`config.mk`:
```
export PLATFORM = sky130hd
export DESIGN_NAME = div_share_ctrl
export DESIGN_NICKNAME = d
export VERILOG_FILES = /design/src/rtl/div_share_ctrl.sv
export SDC_FILE = /design/constraint.sdc
export NUM_CORES = 1
export LEC_CHECK = 0
export ABC_AREA = 1
export CORE_AREA = 2 2 151 94
export DETAILED_ROUTE_END_ITERATION = 10
export DIE_AREA = 0 0 153 96
export GPL_ROUTABILITY_DRIVEN = 0
export HOLD_SLACK_MARGIN = 0.05
export PLACE_DENSITY = 0.78
export SYNTH_ARGS = -nofsm -noshare
export SYNTH_HDL_FRONTEND = slang
export SYNTH_SLANG_ARGS = --single-unit
export TNS_END_PERCENT = 20
```
`constraint.sdc`:
```
create_clock -name clk -period 2.9 [get_ports clk]
set_input_delay 0.29 -clock clk [delete_from_list [all_inputs] [get_ports clk]]
set_output_delay 0.29 -clock clk [all_outputs]
set_load 0.02 [all_outputs]
```
`src/rtl/div_share_ctrl.sv`:
```
// div_share_ctrl: round-robin front end that shares one iterative divider
// between two requesters. It handles divide-by-zero locally, flags a divider
// that never signals done, and returns each result tagged with its requester id.
module div_share_ctrl #(
  parameter int N        = 24,
  parameter int TO_SLACK = 4
) (
  input  logic         clk,
  input  logic         rst,
  input  logic         req0_valid,
  output logic         req0_ready,
  input  logic [N-1:0] req0_dividend,
  input  logic [N-1:0] req0_divisor,
  input  logic         req1_valid,
  output logic         req1_ready,
  input  logic [N-1:0] req1_dividend,
  input  logic [N-1:0] req1_divisor,
  output logic         resp_valid,
  input  logic         resp_ready,
  output logic         resp_id,
  output logic [N-1:0] resp_quotient,
  output logic [N-1:0] resp_remainder,
  output logic         resp_dz,
  output logic         resp_err,
  output logic         div_load,
  output logic [N-1:0] div_dividend,
  output logic [N-1:0] div_divisor,
  input  logic         div_done,
  input  logic [N-1:0] div_quotient,
  input  logic [N-1:0] div_remainder,
  output logic         busy
);

  localparam int CW = $clog2(N + TO_SLACK + 1);
  // Last WAIT count value; the edge that would step past it declares a timeout.
  localparam logic [CW-1:0] TO_LIM  = CW'(N + TO_SLACK - 1);
  localparam logic [CW-1:0] CNT_MAX = {CW{1'b1}};

  typedef enum logic [1:0] {S_IDLE, S_LOAD, S_WAIT, S_RESP} state_t;

  state_t        r_state, w_state_nxt;
  logic          r_rr_ptr;   // requester favoured on a tie (0 = req0)
  logic          r_id;
  logic [CW-1:0] r_cnt;
  logic [N-1:0]  r_dividend, r_divisor;
  logic [N-1:0]  r_quot, r_rem;
  logic          r_dz, r_err;

  logic          w_gnt0, w_gnt1, w_acc, w_acc_id, w_acc_dz, w_timeout;
  logic [N-1:0]  w_sel_dividend, w_sel_divisor;

  // Grant: a lone requester wins; on a tie the favoured one wins.
  always_comb begin
    w_gnt0         = req0_valid & (~req1_valid | ~r_rr_ptr);
    w_gnt1         = req1_valid & (~req0_valid |  r_rr_ptr);
    req0_ready     = (r_state == S_IDLE) & w_gnt0;
    req1_ready     = (r_state == S_IDLE) & w_gnt1;
    w_acc          = (req0_valid & req0_ready) | (req1_valid & req1_ready);
    w_acc_id       = req1_ready;
    w_sel_dividend = w_acc_id ? req1_dividend : req0_dividend;
    w_sel_divisor  = w_acc_id ? req1_divisor  : req0_divisor;
    w_acc_dz       = (w_sel_divisor == '0);
    w_timeout      = (r_cnt == TO_LIM);
  end

  // State register.
  always_ff @(posedge clk) begin
    if (rst) r_state <= S_IDLE;
    else     r_state <= w_state_nxt;
  end

  // Next-state logic.
  always_comb begin
    w_state_nxt = r_state;
    case (r_state)
      S_IDLE: if (w_acc) w_state_nxt = w_acc_dz ? S_RESP : S_LOAD;
      S_LOAD: w_state_nxt = S_WAIT;
      S_WAIT: if (div_done || w_timeout) w_state_nxt = S_RESP;
      S_RESP: if (resp_ready) w_state_nxt = S_IDLE;
      default: w_state_nxt = S_IDLE;
    endcase
  end

  // Outputs that are pure functions of the state.
  always_comb begin
    div_load   = (r_state == S_LOAD);
    resp_valid = (r_state == S_RESP);
    busy       = (r_state != S_IDLE);
  end

  // Datapath: operand/id capture, tie-break pointer, timeout counter, response.
  always_ff @(posedge clk) begin
    if (rst) begin
      r_rr_ptr   <= 1'b0;
      r_id       <= 1'b0;
      r_cnt      <= '0;
      r_dividend <= '0;
      r_divisor  <= '0;
      r_quot     <= '0;
      r_rem      <= '0;
      r_dz       <= 1'b0;
      r_err      <= 1'b0;
    end else begin
      case (r_state)
        S_IDLE: if (w_acc) begin
          r_dividend <= w_sel_dividend;
          r_divisor  <= w_sel_divisor;
          r_id       <= w_acc_id;
          // Favour the other requester next time there is a tie.
          r_rr_ptr   <= ~w_acc_id;
          if (w_acc_dz) begin
            r_quot <= '1;
            r_rem  <= w_sel_dividend;
            r_dz   <= 1'b1;
            r_err  <= 1'b0;
          end
        end
        S_LOAD: r_cnt <= '0;
        S_WAIT: begin
          if (r_cnt != CNT_MAX) r_cnt <= r_cnt + 1'b1;
          if (div_done) begin
            r_quot <= div_quotient;
            r_rem  <= div_remainder;
            r_dz   <= 1'b0;
            r_err  <= 1'b0;
          end else if (w_timeout) begin
            r_quot <= '0;
            r_rem  <= '0;
            r_dz   <= 1'b0;
            r_err  <= 1'b1;
          end
        end
        default: ;
      endcase
    end
  end

  assign div_dividend   = r_dividend;
  assign div_divisor    = r_divisor;
  assign resp_id        = r_id;
  assign resp_quotient  = r_quot;
  assign resp_remainder = r_rem;
  assign resp_dz        = r_dz;
  assign resp_err       = r_err;

endmodule
```
# After elaboration in Yosys (flattened, before gate mapping)
# Index checks and enable logic that the tools add are counted.
# totals
ff_bits,107
latch_bits,0
mem_bits_rw,0
rom_bits,0
output_inout_bits,104
wordCells,73
n_memories,0
# op_classes
n_addsub,1
multipliers,0
div_mod_pow,0
n_lt_le_gt_ge,0
eq_ne,11
shifts,0
n_mux,28
bitwise_logic,13
reduce_logical,10
# op_table
op,n
$mux 24,9
$pmux 24 s2,2
$logic_not 24->1,1
$pmux 5 s2,1
$mux 1,8
$mux 2,4
$ne 2x2->1 const B,4
$pmux 2 s4,1
$and 1x1->1,6
$reduce_bool 2->1,3
$add 5x1->5 const B,1
$eq 5x5->1 const B,1
$mux 5,1
$ne 5x5->1 const B,1
$eq 2x2->1 const B,2
$not 1->1,4
$pmux 1 s2,2
$reduce_and 2->1,2
$reduce_and 4->1,1
$ne 3x3->1 const B,1
$or 1x1->1,3
$reduce_and 3->1,1
$eq 2x1->1 const B,1
$logic_not 2->1,1
2 further kinds,2

# Logic depth before layout (Yosys ltp)
# Gate-level depths: netlist of the first run.
# depth
word_depth,9
ltp_mapped,18
depth_no_buf,15

# Least setup slack after synthesis of the first run
# OpenSTA, ideal clock, no wires.
# synth_path
path_type,register -> register
from,register r_state[0]
to,"register r_quot[10], in the netlist resp_quotient[10]"
setup_ns,0.070
t_arrival_ns,2.199
required_time_ns,2.830
path_slack_ns,0.630
path_stages_with_launch,17
synth_period_minus_slack_ns,2.270
path_cell_list,dfxtp_1 inv_1 ha_1 nand2_1 a21oi_1 nand2_1 nand2_1 nor2_1 nand2_1 nor2_1 nand3_1 nand2_2 nand2_2 buf_6 buf_6 nand2_1 a21oi_1
# synth_between
elab_chain_cells,6
# synth_rtl
element,line_no,rtl
"start, declared",41,"state_t r_state, w_state_nxt;"
"start signal, assigned",69,else r_state <= w_state_nxt;
$logic_not 2->1 (*),57,req1_ready = (r_state == S_IDLE) & w_gnt1;
$and 1x1->1 (*),57,
net req1_ready,15,"output logic req1_ready,"
$mux 24 or $and 1x1->1 (tied branches),"61, 58",
$logic_not 24->1 or $or 1x1->1 (tied branches),"62, 58",
$ne 2x2->1 (no source line),--,
$reduce_and 4->1 (no source line) (*),--,
"end signal, assigned",122,r_quot <= div_quotient;
"end, declared",46,"logic [N-1:0] r_quot, r_rem;"
# Mark *: on every way through the listed nets, which the timed path passes. The rest lies on a longest branch.
# A chain may end at the register's enable or synchronous reset.

# Worst setup path after layout of the first run
# layout_path
from,register r_state[1]
to,"register r_quot[17], in the netlist resp_quotient[17]"
# layout_between
elab_chain_cells,6
# layout_rtl
element,line_no
$logic_not 2->1,"56, 57, 104"
"$and 1x1->1, on equally long branches","57, 56"
$mux 24 or $and 1x1->1 (tied branches),"61, 58"
$logic_not 24->1 or $or 1x1->1 (tied branches),"62, 58"
$ne 2x2->1 (no source line),--
$reduce_and 4->1 (no source line),--
# Parallel ways exist; a longest one is shown, timed or not.

==> results of run 1 <==
final cells by class:
cell class,count,area [sq um]
flip-flops and latches,107,2140
fillers,1204,5110
well taps,175,219
repair buffers,271,2710
multi-input cells,513,2630
clock inverters,7,75.1
inverters,62,233
clock buffers,9,225
synthesized netlist by cell type, drive strengths merged:
cell type	number	area share, %
a31oi	2	0.24
dfxtp	107	41
a21oi	60	5.7
ha	7	1.7
o22ai	1	0.12
mux2i	24	4.6
o21ai	52	5.0
clkbuf	33	2.4
nand3	99	9.4
o21bai	24	3.4
a221oi	1	0.17
a211oi	1	0.14
o211ai	24	3.4
nand2	196	14
buf	25	2.6
nor2	21	1.5
nand4	1	0.12
inv	62	4.4
worst max-delay path by stage:
stage	cells after the start	end	startpoint	slack [ps]
floorplan	16	resp_quotient[10]	r_state[0]	630
global placement	15	resp_remainder[8]	req1_valid	280
detailed placement	15	resp_quotient[10]	req1_valid	160
CTS	16	resp_quotient[10]	r_state[1]	310
global route	16	resp_dz	r_state[0]	20
finish	16	resp_quotient[17]	r_state[1]	300
power by group through the flow:
| stage | registers [mW] | clock network, mW | logic (mW) |
|---|---|---|---|
| 6_report | 2.21 | 1.25 | 4.02 |
| 5_1_grt | 2.26 | 1.35 | 4.38 |
| 4_1_cts | 2.21 | 1.28 | 4.03 |
| 3_5_place_dp | 2.23 | 0 | 4.02 |
| 3_3_place_gp | 2.22 | 0 | 3.99 |
| 2_1_floorplan | 2.76 | 0 | 1.73 |
stage by stage:
| step | area [sq um] | utilization [%] | hold WS [ps] | total power, mW | worst slack, ps |
|---|---|---|---|---|---|
| final | 8230 | 61.7 | 390 | 7.48 | 303 |
| after detailed placement | 7930 | 59.4 | 455 | 6.25 | 164 |
| after CTS | 8230 | 61.7 | 388 | 7.52 | 305 |
| after global routing | 8230 | 61.7 | 418 | 7.99 | 21.5 |
| after floorplan | 5240 | - | 447 | 4.50 | 630 |
| after global placement | 7930 | 59.4 | 449 | 6.21 | 278 |
critical path, cell delays in order (launching register included):
cell and delay [ps]:
dfxtp_1 350, inv_1 110, ha_1 190, nand2_1 120, inv_2 90, nand2_2 140
buf_4 240, nand2_1 70, nand2_1 90, nor2_1 110, nand2_1 70, nor2_1 150
nand3_1 120, nand2_2 110, buf_12 230, nand3_1 110, a21oi_1 170
sequential cells by signal (all words and copies together), names as in the netlist:
name            cells
resp_remainder     24
resp_err            1
r_rr_ptr            1
div_dividend       24
r_cnt               5
r_state             2
resp_quotient      24
resp_id             1
resp_dz             1
div_divisor        24
per-layer routing:
layer  part of all wire [%]  vias to the layer above  global-route usage [%]
met5                      0                        -                       0
met4                    1.3                        0                    5.63
met3                    7.7                       17                    7.11
met2                     45                      219                    38.7
met1                     46                     2620                    32.0
li1                       -                     2898                       -
cells by family (layout without fill, tap and decap cells):
group / Yosys count / count (layout) / synth area share, %
compound gates: 165 / 165 / 18.2
flops: 107 / 107 / 40.8
simple gates: 317 / 317 / 25.2
buf+inv: 120 / 349 / 9.42
fa+ha+maj: 7 / 7 / 1.67
mux: 24 / 24 / 4.58
==> results.md, run 1 <==
- GRT Residual Overflow: 0
- Hold path cells: 6
- Max clock buf depth: 2
- Worst EP arrival: 2860 ps
- Htree depth: 3
- Final #Nets: 1,121
- Netlist cell types: 23
- Core area: 0.0133 sq mm
- Final HPWL DP: 12,800 um
- Die area: 0.0147 sq mm
- Worst Path Max Fanout: 51
- Fmax: 385 MHz
- Number of port buffers: 253
- Final worst-path cycle share: 89.6%
- CTS tree: done
- # resized after CTS: 0
- WL/cell: 15.4 um
- Rows: 33
- Reg2reg start: r_state[1]
- Clk Latency, worst-skew pair: 340 ps
- Antenna Diode Count: 0
- Post-Synthesis Cells: 740
- Seq pwr share: 29.6%
- Number of buffers created by CTS: 9
- Synth Cell Area: 0.00524 sq mm
- Pre-Repair DR Iteration Count: 5
- Syn_area_per_cell: 7.09 sq um
- Maximum vdd drop: 0.492 mV
- Hold-fix buffers, CTS: 0
- Register area share after synthesis: 40.8%
- WP data required: 3160 ps
- Chip width: 153 um
- RR Endpoint: resp_quotient[17]
- Rel. slew slack: 59.0%
- Clk root buf: clkbuf_16
- RSZ-0062 raised after global routing: no
- Non-Filler Instances: 1,144
- Final hold viol count: 0
- Worst-Margin Slew: 614 ps
- Max_cap viols: 0
- DR vias: 5,754
- Run status: finished clean
- Final setup viols: 0
- Power share of the combinational group: 53.7%
- Setup bufs post-CTS: 0
- Pin count of the biggest net entering global routing: 64
- Commonest non-fill, non-tap cell in the layout: clkdlybuf4s50_1
- CP endpoint kind: flip-flop
- Placed insts: 1,128
- Startpoint Class: flip-flop
- DRT antenna net count: 0
- Initial antenna violation count: 0
- Lkg Pwr: 3.56 nW
- Vias in the first global route: 5,481
- Net Switching: 3.16 mW
- Chip height: 96 um
- CTS sink cnt: 107
- Synth warn: 0
- Reg-to-reg slack, setup: 300 ps
- Cell-internal power: 4.33 mW
- Critical path class: flip-flop to flip-flop
- P per Cell Area: 909 mW/mm^2
- Vias/cell: 5.03
- FF-to-FF path depth: 16
- GRT Resource Usage Total: 24.0%
- I/O pin count: 254
- Skew final: 10.2 ps
- Clk pwr share: 16.7%
- Initial Util: 39.3%
- First-pass GRT wire length: 28,400 um
- #FFs+latches synth: 107
- Switch share: 42.2%
- Worst hold path startpoint: div_done
- HP Class: primary input to flip-flop
- Commonest cells after routing, fill and taps aside: clkdlybuf4s50_1 (251), nand2_1 (192), dfxtp_1 (107)
- Layout cells sized above 1: 4.75%
- Post-Syn Nets: 897
- Clock transition at path regs: 70 ps
- Drt drc: 0
- Slew Limit Fails: 0
- Post-detailed-routing wire length: 17,600 um
- Final min period: 2600 ps
- Setup TNS: 0 ps
- Initial DRC count: 310
- Area growth syn-to-layout: 56.9%
- Worst Hold End: resp_err
Note: power is estimated with default switching activity, not from simulation.
==> run 2: changes to the inputs <==
--- a/config.mk
+++ b/config.mk
@@ -12,6 +12,7 @@
 export GPL_ROUTABILITY_DRIVEN = 0
 export HOLD_SLACK_MARGIN = 0.05
 export PLACE_DENSITY = 0.78
+export SLEW_MARGIN = 20
 export SYNTH_ARGS = -nofsm -noshare
 export SYNTH_HDL_FRONTEND = slang
 export SYNTH_SLANG_ARGS = --single-unit
==> results of run 2 <==
Final layout, timing and power as in run 1 (identical DEF).
